$ cat config.mk
export PLATFORM = sky130hd
export DESIGN_NAME = fusion_queue_flat
export DESIGN_NICKNAME = d
export VERILOG_FILES = /design/src/rtl/fusion_queue_if.sv /design/src/rtl/fusion_queue.sv /design/src/flat_wrapper.sv
export SDC_FILE = /design/constraint.sdc
export NUM_CORES = 1
export LEC_CHECK = 0
export CORE_MARGIN = 2
export CORE_UTILIZATION = 55
export CTS_CLUSTER_DIAMETER = 40
export CTS_CLUSTER_SIZE = 30
export DETAILED_ROUTE_END_ITERATION = 8
export PLACE_DENSITY = 0.76
export SLEW_MARGIN = 20
export SYNTH_ARGS = -nofsm -noshare
export SYNTH_HDL_FRONTEND = slang
export SYNTH_SLANG_ARGS = --single-unit
$ cat constraint.sdc
create_clock -name clk -period 15.45 [get_ports clk]
set_input_delay 1.545 -clock clk [delete_from_list [all_inputs] [get_ports clk]]
set_output_delay 1.545 -clock clk [all_outputs]
set_load 0.02 [all_outputs]
$ cat src/rtl/fusion_queue_if.sv
// Handshake bundle between fetch (master) and the fusion queue (slave).
//   in_valid/in_ready/in_inst/in_pc   : fetch -> queue instruction stream
//   out_valid/out_ready/out_inst/...  : queue -> decode payload
// The master modport is the fetch/decode side; the slave modport is the queue.
interface fusion_queue_if;
    logic        in_valid;
    logic        in_ready;
    logic [31:0] in_inst;
    logic [31:0] in_pc;
    logic        out_valid;
    logic        out_ready;
    logic [31:0] out_inst;
    logic [31:0] out_pc;
    logic        out_fused;
    logic [31:0] out_imm;

    modport master (
        output in_valid, in_inst, in_pc, out_ready,
        input  in_ready, out_valid, out_inst, out_pc, out_fused, out_imm
    );

    modport slave (
        input  in_valid, in_inst, in_pc, out_ready,
        output in_ready, out_valid, out_inst, out_pc, out_fused, out_imm
    );
endinterface

$ cat src/rtl/fusion_queue.sv
// fusion_queue: buffered macro-op fusion stage between fetch and decode.
// Queues instructions and emits either the head instruction or a fused
// LUI+ADDI macro-op with its full 32-bit immediate on out_imm. A lone LUI at
// the head is held up to HOLD_MAX cycles waiting for its ADDI partner.
// Optional macro FUSION_AUIPC_EN: AUIPC is also a fusion candidate.
// Ports:
//   clk        : clock, rising edge
//   reset      : asynchronous active-high reset
//   flush      : synchronous queue discard (redirect)
//   bus        : fusion_queue_if.slave (input stream + output payload)
//   fuse_count : saturating count of accepted fused payloads
// All outputs, including in_ready, are registered.
module fusion_queue #(
    parameter int unsigned DEPTH    = 4,
    parameter int unsigned HOLD_MAX = 4,
    parameter int unsigned CNT_W    = 16
) (
    input  logic             clk,
    input  logic             reset,
    input  logic             flush,
    fusion_queue_if.slave    bus,
    output logic [CNT_W-1:0] fuse_count
);
    localparam int unsigned PW = $clog2(DEPTH);
    localparam int unsigned CW = PW + 1;
    localparam int unsigned HW = (HOLD_MAX > 0) ? $clog2(HOLD_MAX + 1) : 1;

    localparam logic [6:0] OP_LUI   = 7'b0110111;
    localparam logic [6:0] OP_AUIPC = 7'b0010111;
    localparam logic [6:0] OP_IMM   = 7'b0010011;

    typedef struct packed {
        logic [31:0] inst;
        logic [31:0] pc;
    } entry_t;

    entry_t        mem [DEPTH];
    logic [PW-1:0] rd_ptr;
    logic [PW-1:0] wr_ptr;
    logic [CW-1:0] count;
    logic [HW-1:0] hold_timer;

    entry_t        head_c;
    entry_t        next_c;
    logic          head_cand_c;
    logic          pair_ok_c;
    logic [31:0]   pair_imm_c;
    logic          wait_c;
    logic          emit_c;
    logic          push_c;
    logic          pop_c;
    logic [CW-1:0] pop_amt_c;
    logic [CW-1:0] count_next_c;

    function automatic logic is_cand(input logic [6:0] op);
`ifdef FUSION_AUIPC_EN
        return (op == OP_LUI) || (op == OP_AUIPC);
`else
        return op == OP_LUI;
`endif
    endfunction

    // Head inspection, emission decision and queue bookkeeping
    always_comb begin
        head_c       = mem[rd_ptr];
        next_c       = mem[rd_ptr + PW'(1)];
        head_cand_c  = is_cand(head_c.inst[6:0]);
        pair_ok_c    = head_cand_c
                    && (next_c.inst[6:0]   == OP_IMM)
                    && (next_c.inst[14:12] == 3'b000)
                    && (next_c.inst[11:7]  == next_c.inst[19:15])
                    && (next_c.inst[11:7]  == head_c.inst[11:7])
                    && (head_c.inst[11:7]  != 5'd0);
        pair_imm_c   = {head_c.inst[31:12], 12'b0}
                     + {{20{next_c.inst[31]}}, next_c.inst[31:20]};
        // Hold only while nothing is committed; a committed payload is frozen
        wait_c       = !bus.out_valid && (count == CW'(1)) && head_cand_c
                    && (hold_timer < HW'(HOLD_MAX));
        emit_c       = !bus.out_valid && (count != CW'(0)) && !wait_c;
        push_c       = bus.in_valid && bus.in_ready;
        pop_c        = bus.out_valid && bus.out_ready;
        pop_amt_c    = CW'(0);
        if (pop_c) begin
            pop_amt_c = bus.out_fused ? CW'(2) : CW'(1);
        end
        count_next_c = count + CW'(push_c) - pop_amt_c;
    end

    // Queue storage carries no reset; entries are only read when count covers them
    always_ff @(posedge clk) begin
        if (push_c && !flush) begin
            mem[wr_ptr] <= '{inst: bus.in_inst, pc: bus.in_pc};
        end
    end

    // Pointers, occupancy, hold timer and the registered output payload
    always_ff @(posedge clk or posedge reset) begin
        if (reset) begin
            rd_ptr        <= '0;
            wr_ptr        <= '0;
            count         <= '0;
            hold_timer    <= '0;
            bus.in_ready  <= 1'b1;
            bus.out_valid <= 1'b0;
            bus.out_inst  <= '0;
            bus.out_pc    <= '0;
            bus.out_fused <= 1'b0;
            bus.out_imm   <= '0;
            fuse_count    <= '0;
        end else if (flush) begin
            rd_ptr        <= '0;
            wr_ptr        <= '0;
            count         <= '0;
            hold_timer    <= '0;
            bus.in_ready  <= 1'b1;
            bus.out_valid <= 1'b0;
            bus.out_inst  <= '0;
            bus.out_pc    <= '0;
            bus.out_fused <= 1'b0;
            bus.out_imm   <= '0;
        end else begin
            wr_ptr       <= wr_ptr + PW'(push_c);
            rd_ptr       <= rd_ptr + PW'(pop_amt_c);
            count        <= count_next_c;
            bus.in_ready <= count_next_c < CW'(DEPTH);

            if (pop_c || (count != CW'(1))) begin
                hold_timer <= '0;
            end else if (wait_c) begin
                hold_timer <= hold_timer + HW'(1);
            end

            if (pop_c) begin
                // Next decision is made on the post-pop queue contents
                bus.out_valid <= 1'b0;
                bus.out_inst  <= '0;
                bus.out_pc    <= '0;
                bus.out_fused <= 1'b0;
                bus.out_imm   <= '0;
                if (bus.out_fused && (fuse_count != {CNT_W{1'b1}})) begin
                    fuse_count <= fuse_count + CNT_W'(1);
                end
            end else if (emit_c) begin
                bus.out_valid <= 1'b1;
                bus.out_inst  <= head_c.inst;
                bus.out_pc    <= head_c.pc;
                if ((count >= CW'(2)) && pair_ok_c) begin
                    bus.out_fused <= 1'b1;
                    bus.out_imm   <= pair_imm_c;
                end else begin
                    bus.out_fused <= 1'b0;
                    bus.out_imm   <= '0;
                end
            end
        end
    end
endmodule

$ cat src/flat_wrapper.sv
// flat-port wrapper written by rule: the top's interface ports become plain ports
module fusion_queue_flat 
#(
    parameter int unsigned DEPTH    = 4,
    parameter int unsigned HOLD_MAX = 4,
    parameter int unsigned CNT_W    = 16
)
  (clk, reset, flush, fuse_count, bus_in_valid, bus_in_inst, bus_in_pc, bus_out_ready, bus_in_ready, bus_out_valid, bus_out_inst, bus_out_pc, bus_out_fused, bus_out_imm);
  fusion_queue_if bus_i ();
  input  logic clk;
  input  logic reset;
  input  logic flush;
  output logic [CNT_W-1:0] fuse_count;
  input wire logic [$bits(bus_i.in_valid)-1:0] bus_in_valid;
  input wire logic [$bits(bus_i.in_inst)-1:0] bus_in_inst;
  input wire logic [$bits(bus_i.in_pc)-1:0] bus_in_pc;
  input wire logic [$bits(bus_i.out_ready)-1:0] bus_out_ready;
  output wire logic [$bits(bus_i.in_ready)-1:0] bus_in_ready;
  output wire logic [$bits(bus_i.out_valid)-1:0] bus_out_valid;
  output wire logic [$bits(bus_i.out_inst)-1:0] bus_out_inst;
  output wire logic [$bits(bus_i.out_pc)-1:0] bus_out_pc;
  output wire logic [$bits(bus_i.out_fused)-1:0] bus_out_fused;
  output wire logic [$bits(bus_i.out_imm)-1:0] bus_out_imm;
  assign bus_i.in_valid = bus_in_valid;
  assign bus_i.in_inst = bus_in_inst;
  assign bus_i.in_pc = bus_in_pc;
  assign bus_i.out_ready = bus_out_ready;
  assign bus_in_ready = bus_i.in_ready;
  assign bus_out_valid = bus_i.out_valid;
  assign bus_out_inst = bus_i.out_inst;
  assign bus_out_pc = bus_i.out_pc;
  assign bus_out_fused = bus_i.out_fused;
  assign bus_out_imm = bus_i.out_imm;
  fusion_queue #(.DEPTH(DEPTH), .HOLD_MAX(HOLD_MAX), .CNT_W(CNT_W)) u_core (.clk(clk), .reset(reset), .flush(flush), .bus(bus_i), .fuse_count(fuse_count));
endmodule
==> impl_metrics.env <==
export IMPL_outcome="complete, no violations"
export IMPL_grt_overflow=0
export IMPL_synth_edf_count=256
export IMPL_clock_fmax_mhz=216
export IMPL_grt_max_degree=66
export IMPL_preCtsSetupSlack_ps=10810
export IMPL_multiInputGateArea_um2=5000
export IMPL_wl_um=35100
export IMPL_leakage_nw=7.28
export IMPL_holdCritPathClass="reg -> reg"
export IMPL_cap_violations=0
export IMPL_layout_nets=1348
export IMPL_maxSlewViolCount=0
export IMPL_ys_async_sr_fraction_pct=32.8
export IMPL_grt_setup_unrepaired="false"
export IMPL_antenna_found_initial=4
export IMPL_htreeDepth=2
export IMPL_synth_top_cells_by_count="256 x edfxtp_1, 184 x nand2_1, 124 x dfrtp_1"
export IMPL_synthXorXnorAreaFrac_pct=1.84
export IMPL_seq_area_um2=10800
export IMPL_cts_path_max_buffers=3
export IMPL_netlist_area_um2=16200
export IMPL_synth_distinct_cells=62
export IMPL_cts_resized=0
export IMPL_yosys_area_share_simple_pct=7.96
export IMPL_synth_most_common_cell="edfxtp_1"
export IMPL_power_density_nw_per_um2=165
export IMPL_synthToLayoutAreaGrowth_pct=23.6
export IMPL_n_fill_cell=1977
export IMPL_synthesis_nets=1156
export IMPL_synth_compound_area_share_pct=6.31
export IMPL_arrival_ps=5020
export IMPL_port_buffers=183
export IMPL_num_rows=62
export IMPL_synth_top_area_share_pct=47.6
export IMPL_initial_core_util_pct=56.0
export IMPL_setup_viol=0
export IMPL_ant_nets=0
export IMPL_place_gp_congestion=0.819
export IMPL_worstSetupPathType="reg -> reg"
export IMPL_layout_drive_gt1_share_pct=17.2
export IMPL_post_route_period_util_pct=29.9
export IMPL_avgViaCountPerCell=5.84
export IMPL_tightest_slew_ps=1030
export IMPL_core_area_um2=28900
export IMPL_synth_top_area_cell="edfxtp_1"
export IMPL_synth_area_leaders="edfxtp_1 48%, dfrtp_1 19%, mux4_2 11%"
export IMPL_max_slew_margin_pct=31.1
export IMPL_synthAdderAreaFrac_pct=2.26
export IMPL_worstHoldStart="u_core.bus.out_imm[21]$_DFFE_PP0P_"
export IMPL_grt_pass1_wl_um=55100
export IMPL_synth_cells=1059
export IMPL_drt_initial_drc_count=701
export IMPL_ios=184
export IMPL_endpoint_kind="flip-flop"
export IMPL_ir_drop_mv=0.169
export IMPL_min_period_ps=4620
export IMPL_r2r_start="u_core.rd_ptr[0]$_DFF_PP0_"
export IMPL_fp_dieW_um=175
export IMPL_cts_clk_slew_worst_paths_ps=70
export IMPL_synthFlopType="edfxtp_1"
export IMPL_clock_sinks=381
export IMPL_setup_tns_ps=0
export IMPL_dieArea_um2=30800
export IMPL_hold_viol=0
export IMPL_synth_mux_area_fraction_pct=12.3
export IMPL_die_h_um=175
export IMPL_post_route_util_pct=69.2
export IMPL_cts_hold_repair_buffers=0
export IMPL_yosys_warnings=0
export IMPL_critPathMaxFanout=47
export IMPL_grtUsageTotal_pct=23.3
export IMPL_syn_avg_cell_area_um2=15.3
export IMPL_synth_top_family_by_area="multiplexers"
export IMPL_postCtsSetupRepairBufs=0
export IMPL_cts_root_buf="clkbuf_16"
export IMPL_start_kind="flip-flop"
export IMPL_worstSetupStartpoint="u_core.rd_ptr[0]$_DFF_PP0_"
export IMPL_fin_ws_ps=10830
export IMPL_worst_skew_pair_late_latency_ps=550
export IMPL_vias=9766
export IMPL_synth_seq_cells=381
export IMPL_numCtsBuffers=44
export IMPL_hpwlAfterDp_um=21800
export IMPL_tritoncts="done"
export IMPL_drc=0
export IMPL_dr_pass1_iters=5
export IMPL_grt_pass1_vias=9953
export IMPL_routedWlPerCell_um=21.0
export IMPL_clock_skew_final_ps=27.3
export IMPL_holdWs_ps=473
export IMPL_ys_seq_area_share_pct=66.9
export IMPL_worstPathRequired_ps=15840
## kinds of logic (layout without fill, tap and decap cells)
logic type | Yosys count | after routing
mux | 88 | 88
fa+ha+maj | 28 | 28
flops | 381 | 381
simple gates | 290 | 290
compound gates | 158 | 158
xor+xnor | 34 | 34
buf+inv | 80 | 308
other cells | 0 | 2
## state kept, by name (all words and copies together) (netlist names)
name,count
u_core.bus.out_imm,32
u_core.hold_timer,3
u_core.bus.in_ready,1
u_core.fuse_count,16
u_core.wr_ptr,2
u_core.mem,256
u_core.bus.out_fused,1
u_core.bus.out_inst,32
u_core.count,3
u_core.bus.out_pc,32
u_core.bus.out_valid,1
u_core.rd_ptr,2
## layer usage
layer  vias up  global-route usage (%)  part of all wire (%)
li1       4411                       -                     -
met1      4970                    30.9                    40
met2       332                    39.4                    51
met3        49                    5.35                   6.9
met4         4                    5.75                   1.8
met5         -                       0                 0.077
## area by class of cell
| type | count | area share [%] |
|---|---|---|
| well taps | 384 | 2.40 |
| flip-flops and latches | 381 | 54.2 |
| clock inverters | 35 | 2.42 |
| inverters | 30 | 0.589 |
| multi-input cells | 598 | 25.0 |
| repair buffers | 196 | 9.66 |
| diodes | 2 | 0.0250 |
| clock buffers | 47 | 5.72 |
## critical path, cell delays in order (launching register included)
cell and delay, ps:
dfrtp_4 740, buf_4 680, mux4_1 690, and4bb_1 240, a31o_2 270, a21oi_4 790
buf_4 540, nor2_2 50, buf_4 240, nand2_1 130, o21ai_2 60
## placed cells by master, fill, tap and decap left out, types with 3 or more instances in the layout
master / netlist / routed
inv_6: 0 / 11
o21bai_1: 3 / 3
clkinv_4: 0 / 6
nor2_1: 28 / 26
inv_1: 30 / 29
nor2b_1: 8 / 8
clkdlybuf4s50_1: 0 / 183
mux4_2: 80 / 80
xnor2_1: 19 / 19
nand3_1: 14 / 14
o21ai_0: 11 / 11
buf_4: 1 / 13
a21oi_1: 82 / 81
nor3_1: 9 / 9
bufinv_16: 0 / 7
mux4_1: 6 / 6
clkbuf_16: 0 / 45
edfxtp_1: 256 / 256
o21ai_2: 29 / 29
a31oi_1: 6 / 6
nand4_1: 6 / 6
or3_1: 4 / 4
dfrtp_1: 124 / 122
clkinv_8: 0 / 3
xor2_1: 15 / 15
inv_8: 0 / 6
nand2_1: 184 / 184
a21o_1: 5 / 4
nand2b_1: 6 / 5
ha_1: 26 / 26
nor4_1: 8 / 7
and3_1: 10 / 9
## final timing paths
check | to | slack (ps) | cells past startpoint
min | u_core.bus.out_imm[21]$_DFFE_PP0P_ | 470 | 2
min in group asynchronous | u_core.bus.out_imm[10]$_DFFE_PP0P_ | 1440 | 2
max | u_core.bus.out_imm[29]$_DFFE_PP0P_ | 10830 | 10
min reg2reg | u_core.bus.out_imm[21]$_DFFE_PP0P_ | 470 | 2
max reg2reg | u_core.bus.out_imm[29]$_DFFE_PP0P_ | 10830 | 10
max in group asynchronous | u_core.rd_ptr[1]$_DFF_PP0_ | 12580 | 3
## metrics by stage
stage	area [um^2]	std cells	total power [mW]
floorplan	16200	1059	1.87
detailed placement	18300	1589	2.19
CTS	20000	1671	3.33
finish	20000	1673	3.30
global placement	18300	1589	2.17
global route	20000	1673	3.45
## power by group
group          total [mW]  internal [mW]  switching (mW)
clock network        1.13          0.679           0.450
logic               0.902          0.353           0.549
registers            1.27           1.20          0.0684
Note: power is estimated with default switching activity, not from simulation.
